[src/rtl/dtm_jtag_dmi.sv]
// dtm_jtag_dmi: JTAG Debug Transport Module with a configurable-width IR.
// Implements the IDCODE, BYPASS, DTMCS and DMI data registers. A DMI scan
// becomes a valid/ready request toward the debug module. The matching
// response is accepted with its own valid/ready pair, and the result is
// reported through a sticky busy/error status (dmistat).
//
// Ports (all logic runs in the tclk domain):
//   tclk            JTAG clock, the only clock
//   trst            asynchronous active-high reset
//   tms, tdi        TAP inputs, sampled on the rising edge
//   tdo             serial out, registered on the falling edge
//   tdo_en          high while in SHIFT_DR or SHIFT_IR
//   dmi_req_*       request toward the debug module (addr/data/op, valid/ready)
//   dmi_rsp_*       response from the debug module (data/op, valid/ready)
//
// TAP states:
//   state            | meaning
//   TEST_LOGIC_RESET | IR forced to IDCODE, DMI side hard-reset
//   RUN_TEST_IDLE    | idle
//   SELECT_DR_SCAN   | choose DR path or go on to the IR path
//   CAPTURE_DR       | load the selected DR on the rising edge
//   SHIFT_DR         | shift the selected DR, tdi enters its MSB
//   EXIT1/2_DR       | leave shift / pause
//   PAUSE_DR         | hold the DR
//   UPDATE_DR        | act on the DR contents on the edge that leaves it
//   SELECT_IR_SCAN   | choose IR path or go to TEST_LOGIC_RESET
//   CAPTURE_IR       | load 0...01 into the IR shifter
//   SHIFT_IR         | shift the IR shifter
//   EXIT1/2_IR       | leave shift / pause
//   PAUSE_IR         | hold the IR shifter
//   UPDATE_IR        | IR loaded from the shifter on the falling edge
module dtm_jtag_dmi #(
  parameter int unsigned IR_W         = 5,
  parameter int unsigned ABITS        = 7,
  parameter logic [31:0] IDCODE_VALUE = 32'h1BEEF001,
  parameter int unsigned IDLE_HINT    = 1
) (
  input  logic             tclk,
  input  logic             trst,
  input  logic             tms,
  input  logic             tdi,
  output logic             tdo,
  output logic             tdo_en,
  output logic             dmi_req_valid,
  input  logic             dmi_req_ready,
  output logic [ABITS-1:0] dmi_req_addr,
  output logic [31:0]      dmi_req_data,
  output logic [1:0]       dmi_req_op,
  input  logic             dmi_rsp_valid,
  output logic             dmi_rsp_ready,
  input  logic [31:0]      dmi_rsp_data,
  input  logic [1:0]       dmi_rsp_op
);

  localparam int unsigned DR_W = ABITS + 34;

  localparam logic [IR_W-1:0] IR_IDCODE = IR_W'(32'h01);
  localparam logic [IR_W-1:0] IR_DTMCS  = IR_W'(32'h10);
  localparam logic [IR_W-1:0] IR_DMI    = IR_W'(32'h11);

  localparam logic [5:0] ABITS_F = 6'(ABITS);
  localparam logic [2:0] IDLE_F  = 3'(IDLE_HINT);

  typedef enum logic [3:0] {
    EXIT2_DR         = 4'h0,
    EXIT1_DR         = 4'h1,
    SHIFT_DR         = 4'h2,
    PAUSE_DR         = 4'h3,
    SELECT_IR_SCAN   = 4'h4,
    UPDATE_DR        = 4'h5,
    CAPTURE_DR       = 4'h6,
    SELECT_DR_SCAN   = 4'h7,
    EXIT2_IR         = 4'h8,
    EXIT1_IR         = 4'h9,
    SHIFT_IR         = 4'hA,
    PAUSE_IR         = 4'hB,
    RUN_TEST_IDLE    = 4'hC,
    UPDATE_IR        = 4'hD,
    CAPTURE_IR       = 4'hE,
    TEST_LOGIC_RESET = 4'hF
  } tap_state_e;

  typedef enum logic [1:0] {
    SEL_BYPASS,
    SEL_IDCODE,
    SEL_DTMCS,
    SEL_DMI
  } dr_sel_e;

  tap_state_e       state_q, state_d;
  logic [IR_W-1:0]  ir_shift;
  logic [IR_W-1:0]  ir;
  dr_sel_e          dr_sel;
  logic [DR_W-1:0]  dr_shift, dr_next, dr_capture;
  logic [1:0]       dmistat;
  logic [ABITS-1:0] last_addr;
  logic [31:0]      last_rdata;

  // TAP state machine
  always_ff @(posedge tclk or posedge trst) begin
    if (trst) state_q <= TEST_LOGIC_RESET;
    else      state_q <= state_d;
  end

  always_comb begin
    state_d = TEST_LOGIC_RESET;
    unique case (state_q)
      TEST_LOGIC_RESET: state_d = tms ? TEST_LOGIC_RESET : RUN_TEST_IDLE;
      RUN_TEST_IDLE:    state_d = tms ? SELECT_DR_SCAN   : RUN_TEST_IDLE;
      SELECT_DR_SCAN:   state_d = tms ? SELECT_IR_SCAN   : CAPTURE_DR;
      CAPTURE_DR:       state_d = tms ? EXIT1_DR         : SHIFT_DR;
      SHIFT_DR:         state_d = tms ? EXIT1_DR         : SHIFT_DR;
      EXIT1_DR:         state_d = tms ? UPDATE_DR        : PAUSE_DR;
      PAUSE_DR:         state_d = tms ? EXIT2_DR         : PAUSE_DR;
      EXIT2_DR:         state_d = tms ? UPDATE_DR        : SHIFT_DR;
      UPDATE_DR:        state_d = tms ? SELECT_DR_SCAN   : RUN_TEST_IDLE;
      SELECT_IR_SCAN:   state_d = tms ? TEST_LOGIC_RESET : CAPTURE_IR;
      CAPTURE_IR:       state_d = tms ? EXIT1_IR         : SHIFT_IR;
      SHIFT_IR:         state_d = tms ? EXIT1_IR         : SHIFT_IR;
      EXIT1_IR:         state_d = tms ? UPDATE_IR        : PAUSE_IR;
      PAUSE_IR:         state_d = tms ? EXIT2_IR         : PAUSE_IR;
      EXIT2_IR:         state_d = tms ? UPDATE_IR        : SHIFT_IR;
      UPDATE_IR:        state_d = tms ? SELECT_DR_SCAN   : RUN_TEST_IDLE;
      default:          state_d = TEST_LOGIC_RESET;
    endcase
  end

  assign tdo_en = (state_q == SHIFT_DR) || (state_q == SHIFT_IR);

  // IR shifter on the rising edge, IR itself on the falling edge
  always_ff @(posedge tclk or posedge trst) begin
    if (trst) begin
      ir_shift <= IR_IDCODE;
    end else if (state_q == CAPTURE_IR) begin
      ir_shift <= IR_W'(32'h01);
    end else if (state_q == SHIFT_IR) begin
      ir_shift <= {tdi, ir_shift[IR_W-1:1]};
    end
  end

  always_ff @(negedge tclk or posedge trst) begin
    if (trst)                           ir <= IR_IDCODE;
    else if (state_q == TEST_LOGIC_RESET) ir <= IR_IDCODE;
    else if (state_q == UPDATE_IR)      ir <= ir_shift;
  end

  // Unknown codes fall through to BYPASS
  always_comb begin
    dr_sel = SEL_BYPASS;
    if (ir == IR_IDCODE)     dr_sel = SEL_IDCODE;
    else if (ir == IR_DTMCS) dr_sel = SEL_DTMCS;
    else if (ir == IR_DMI)   dr_sel = SEL_DMI;
  end

  // Handshake events and the "effective" view of status on this edge. A
  // response accepted on the same edge as a capture is folded in first so
  // the capture sees the post-response state. A hard reset on the same edge
  // swallows the response entirely.
  logic             req_fire, rsp_fire, rsp_take, hard_reset;
  logic             busy_eff;
  logic [1:0]       stat_eff, capture_op;
  logic [31:0]      rdata_eff;
  logic             upd_dmi, upd_dtmcs, cap_dmi;
  logic [1:0]       upd_op;
  logic [31:0]      upd_data;
  logic [ABITS-1:0] upd_addr;

  assign upd_dmi   = (state_q == UPDATE_DR)  && (dr_sel == SEL_DMI);
  assign upd_dtmcs = (state_q == UPDATE_DR)  && (dr_sel == SEL_DTMCS);
  assign cap_dmi   = (state_q == CAPTURE_DR) && (dr_sel == SEL_DMI);
  assign upd_op    = dr_shift[1:0];
  assign upd_data  = dr_shift[33:2];
  assign upd_addr  = dr_shift[DR_W-1:34];

  assign req_fire   = dmi_req_valid & dmi_req_ready;
  assign rsp_fire   = dmi_rsp_valid & dmi_rsp_ready;
  assign hard_reset = (upd_dtmcs && dr_shift[17]) || (state_q == TEST_LOGIC_RESET);
  assign rsp_take   = rsp_fire & ~hard_reset;

  assign busy_eff   = (dmi_req_valid | dmi_rsp_ready) & ~rsp_take;
  assign stat_eff   = (rsp_take && (dmi_rsp_op != 2'd0)) ? 2'd2 : dmistat;
  assign rdata_eff  = (rsp_take && (dmi_req_op == 2'd1)) ? dmi_rsp_data : last_rdata;
  assign capture_op = (stat_eff != 2'd0) ? stat_eff : (busy_eff ? 2'd3 : 2'd0);

  // DR capture and shift
  always_comb begin
    dr_capture = '0;
    unique case (dr_sel)
      SEL_IDCODE: dr_capture = DR_W'(IDCODE_VALUE);
      SEL_DTMCS:  dr_capture = DR_W'({14'b0, 2'b0, 1'b0, IDLE_F, stat_eff, ABITS_F, 4'd1});
      SEL_DMI:    dr_capture = {last_addr, rdata_eff, capture_op};
      default:    dr_capture = '0;
    endcase
  end

  always_comb begin
    dr_next = dr_shift >> 1;
    unique case (dr_sel)
      SEL_BYPASS: dr_next = {{(DR_W-1){1'b0}}, tdi};
      SEL_IDCODE: dr_next[31] = tdi;
      SEL_DTMCS:  dr_next[31] = tdi;
      SEL_DMI:    dr_next[DR_W-1] = tdi;
      default:    dr_next = dr_shift >> 1;
    endcase
  end

  always_ff @(posedge tclk or posedge trst) begin
    if (trst) begin
      dr_shift <= '0;
    end else if (state_q == CAPTURE_DR) begin
      dr_shift <= dr_capture;
    end else if (state_q == SHIFT_DR) begin
      dr_shift <= dr_next;
    end
  end

  always_ff @(negedge tclk or posedge trst) begin
    if (trst)                     tdo <= 1'b0;
    else if (state_q == SHIFT_DR) tdo <= dr_shift[0];
    else if (state_q == SHIFT_IR) tdo <= ir_shift[0];
  end

  // DMI request/response and sticky status. Later statements take priority:
  // hard reset overrides everything, and an error code is never downgraded
  // to busy.
  always_ff @(posedge tclk or posedge trst) begin
    if (trst) begin
      dmi_req_valid <= 1'b0;
      dmi_rsp_ready <= 1'b0;
      dmi_req_addr  <= '0;
      dmi_req_data  <= '0;
      dmi_req_op    <= '0;
      dmistat       <= '0;
      last_addr     <= '0;
      last_rdata    <= '0;
    end else begin
      if (req_fire) begin
        dmi_req_valid <= 1'b0;
        dmi_rsp_ready <= 1'b1;
      end
      if (rsp_take) begin
        dmi_rsp_ready <= 1'b0;
        last_rdata    <= rdata_eff;
        if (dmi_rsp_op != 2'd0) dmistat <= 2'd2;
      end
      if (cap_dmi && busy_eff && (stat_eff == 2'd0)) dmistat <= 2'd3;
      if (upd_dmi && ((upd_op == 2'd1) || (upd_op == 2'd2))) begin
        if (busy_eff) begin
          if (stat_eff == 2'd0) dmistat <= 2'd3;
        end else if (stat_eff == 2'd0) begin
          last_addr     <= upd_addr;
          dmi_req_addr  <= upd_addr;
          dmi_req_data  <= upd_data;
          dmi_req_op    <= upd_op;
          dmi_req_valid <= 1'b1;
        end
      end
      if (upd_dtmcs && (dr_shift[16] || dr_shift[17])) dmistat <= 2'd0;
      if (hard_reset) begin
        dmi_req_valid <= 1'b0;
        dmi_rsp_ready <= 1'b0;
        dmistat       <= 2'd0;
      end
    end
  end

endmodule

[config.mk]
export PLATFORM = sky130hd
export DESIGN_NAME = dtm_jtag_dmi
export DESIGN_NICKNAME = d
export VERILOG_FILES = /design/src/rtl/dtm_jtag_dmi.sv
export SDC_FILE = /design/constraint.sdc
export NUM_CORES = 1
export LEC_CHECK = 0
export CORE_AREA = 3 3 109 111
export DETAILED_ROUTE_END_ITERATION = 10
export DIE_AREA = 0 0 112 114
export PLACE_DENSITY = 0.79
export SYNTH_ARGS = -nofsm -noshare
export SYNTH_HDL_FRONTEND = slang
export SYNTH_SLANG_ARGS = --single-unit
[constraint.sdc]
create_clock -name tclk -period 5.6 [get_ports tclk]
set_input_delay 1.12 -clock tclk [delete_from_list [all_inputs] [get_ports tclk]]
set_output_delay 1.12 -clock tclk [all_outputs]
set_load 0.03 [all_outputs]
==> impl_metrics.env <==
export IMPL_antenna_left=0
export IMPL_grt_total_usage=0.244
export IMPL_drt_iter0_markers=321
export IMPL_htreeDepth=4
export IMPL_p_comb_frac=0.290
export IMPL_ir_drop_v=0.000370
export IMPL_drv_cap=0
export IMPL_cts_setup_buffers=0
export IMPL_synth_most_common_cell="dfrtp_1"
export IMPL_async_flop_share=1.00
export IMPL_p_seq_frac=0.392
export IMPL_die_area_mm2=0.0128
export IMPL_fp_dieH_um=114
export IMPL_cts_buffers=17
export IMPL_route_detailed_drc=0
export IMPL_grt_ovfl_total=0
export IMPL_netlist_top_cells_count="122 x dfrtp_1, 46 x mux2_2, 41 x nor2_1"
export IMPL_switchingPower_mw=1.27
export IMPL_r2r_setup_slack_ns=0.35
export IMPL_worstHoldStart="ir[3]"
export IMPL_yosysWarnings=0
export IMPL_r2r_start="ir[1]"
export IMPL_final_cells=750
export IMPL_drt_wirelength_per_cell_um=19.8
export IMPL_wl_um=14900
export IMPL_dpl_cell_area_mm2=0.00700
export IMPL_synth_top_area_cell="dfrtp_1"
export IMPL_start_util=0.551
export IMPL_outcome="complete, no violations"
export IMPL_port_buffers=84
export IMPL_synthesis_nets=555
export IMPL_yosysUniqueCellTypes=54
export IMPL_place_inst=718
export IMPL_synth_edff_count=0
export IMPL_synth_ff_type="dfrtp_1"
export IMPL_crit_path_cell_trace="clkdlybuf4s50_1"
export IMPL_ys_ff_latch=133
export IMPL_finish_net_count=637
export IMPL_diodes=0
export IMPL_grt_pass1_vias=4744
export IMPL_hpwl_um=9640
export IMPL_cts_resized=0
export IMPL_leakagePower_nw=3.77
export IMPL_ys_top_cells_by_area="dfrtp_1 51%, mux2_2 8.6%, mux2_4 4.8%, dfstp_2 2.6%, nor2_1 2.6%"
export IMPL_critical_path_class="reg2out"
export IMPL_finalHoldViolCount=0
export IMPL_dr_pass1_iters=5
export IMPL_grt_pass1_wl_um=24400
export IMPL_min_path_type="reg2reg"
export IMPL_setup_viol=0
export IMPL_slowest_stage="clkdlybuf4s50_1"
export IMPL_io_pins=85
export IMPL_cts_root_buf="clkbuf_8"
export IMPL_netlist_area_leader_share=0.508
export IMPL_p_int_mw=2.49
export IMPL_fin_skew_ns=0.0783
export IMPL_gp_congestion=0.800
export IMPL_setup_ws_ns=0.140
export IMPL_r2r_cells=6
export IMPL_fp_coreArea_mm2=0.0109
export IMPL_grt_max_degree=71
export IMPL_swShare=0.338
export IMPL_cts_max_path_buffers=2
export IMPL_whs_path_depth=2
export IMPL_worstPathRequired_ns=4.48
export IMPL_cts_tree="yes"
export IMPL_cp_top_family="buffers and inverters"
export IMPL_cp_max_fo=2
export IMPL_clkPwrFrac=0.318
export IMPL_tightestPinTransition_ns=1.07
export IMPL_via_count=4548
export IMPL_holdPathEnd="ir[3]"
export IMPL_synthCells=515
export IMPL_antenna_found_initial=1
export IMPL_holdWs_ns=0.470
export IMPL_drive_gt1_frac=0.200
export IMPL_synth_seq_area_share=0.556
export IMPL_path_buf_inv=1
export IMPL_clkSlewWorstSetupHoldPaths_ns=0.04
export IMPL_crit_path_max_incr_delay_ns=0.68
export IMPL_crit_path_end_kind="output port"
export IMPL_worst_ep_arrival_time_ns=4.34
export IMPL_syn_area_mm2=0.00600
export IMPL_hold_buffers=0
export IMPL_rsz0062_at_grt="false"
export IMPL_fin_area_mm2=0.00763
export IMPL_final_max_slew_viol_count=0
export IMPL_num_rows=38
export IMPL_viasPerCell=6.06
export IMPL_die_x_um=112
export IMPL_syn_area_per_cell_um2=11.7
export IMPL_syn2layout_area_growth_pct=27.0
export IMPL_start_kind="flop"
export IMPL_power_density_mw_per_mm2=493
export IMPL_clkLatencyLatePin_ns=0.54
export IMPL_tns_ns=0
export IMPL_r2r_end="dr_shift[8]"
export IMPL_dp_slack_ns=0.293
export IMPL_relSlewSlack=0.287
export IMPL_clock_sinks=133
[layer usage]
metal | GRT usage | up-vias | share of wire
met5 | 0 | - | 0.00061
met4 | 0.106 | 2 | 0.024
met3 | 0.0695 | 33 | 0.065
met2 | 0.393 | 174 | 0.50
met1 | 0.310 | 2290 | 0.41
li1 | - | 2049 | -
[cells by family after synthesis]
group                     synth area share
AOI/OAI and AO/OA                    0.154
xor gates and xnor gates           0.00292
buffers and inverters               0.0342
DFF                                  0.556
muxes                                0.144
and+or+nand+nor                      0.110
[area by class of cell]
class | count | area, µm²
Clock buffer | 23 | 457
Clock inverter | 10 | 178
Fill cell | 785 | 3260
Inverter | 10 | 41.3
Multi-Input combinational cell | 336 | 2470
Sequential cell | 133 | 3340
Tap cell | 140 | 175
Timing Repair Buffer | 98 | 971
[per-stage QoR]
| step | utilization | total power [mW] |
|---|---|---|
| final | 0.701 | 3.76 |
| after floorplan | - | 2.15 |
| after global placement | 0.643 | 2.50 |
| after CTS | 0.701 | 3.76 |
| after detailed placement | 0.643 | 2.55 |
| after global routing | 0.701 | 3.95 |
[placed cells by master (no fill, tap or decap), types with 12 or more instances in the layout]
master           count
mux2_2              46
mux2_4              19
clkbuf_16           16
a21o_1              13
nand2_1             32
o21ai_0             20
clkdlybuf4s50_1     84
and3_1              21
dfrtp_1            122
buf_4               12
nor2_1              41
a21oi_1             23
[worst max-delay path by stage]
stage / start / end / slack (ns) / depth (start not counted)
finish: tdo / tdo / 0.14 / 1
global route: tdo / tdo / 0.10 / 1
CTS: tdo / tdo / 0.11 / 1
detailed placement: ir[1] / dr_shift[9] / 0.29 / 6
global placement: ir[1] / dr_shift[8] / 0.36 / 6
floorplan: trst / ir[1] / 0.14 / 1
[flip-flops by register name, summed over array words and instances (netlist names)]
name / flops
dmistat: 2
dmi_req_op: 2
ir: 5
dmi_rsp_ready: 1
state_q: 4
dmi_req_valid: 1
dr_shift: 41
tdo: 1
ir_shift: 5
last_rdata: 32
last_addr: 7
dmi_req_data: 32
[power groups by stage]
stage	Combinational [mW]	Clock (mW)	Sequential, mW
floorplan	0.658	0.00223	1.49
global placement	1.04	0.00223	1.46
detailed placement	1.08	0.00223	1.48
CTS	1.09	1.21	1.47
global route	1.18	1.26	1.51
finish	1.09	1.19	1.47
Note: power is estimated with default switching activity, not from simulation.
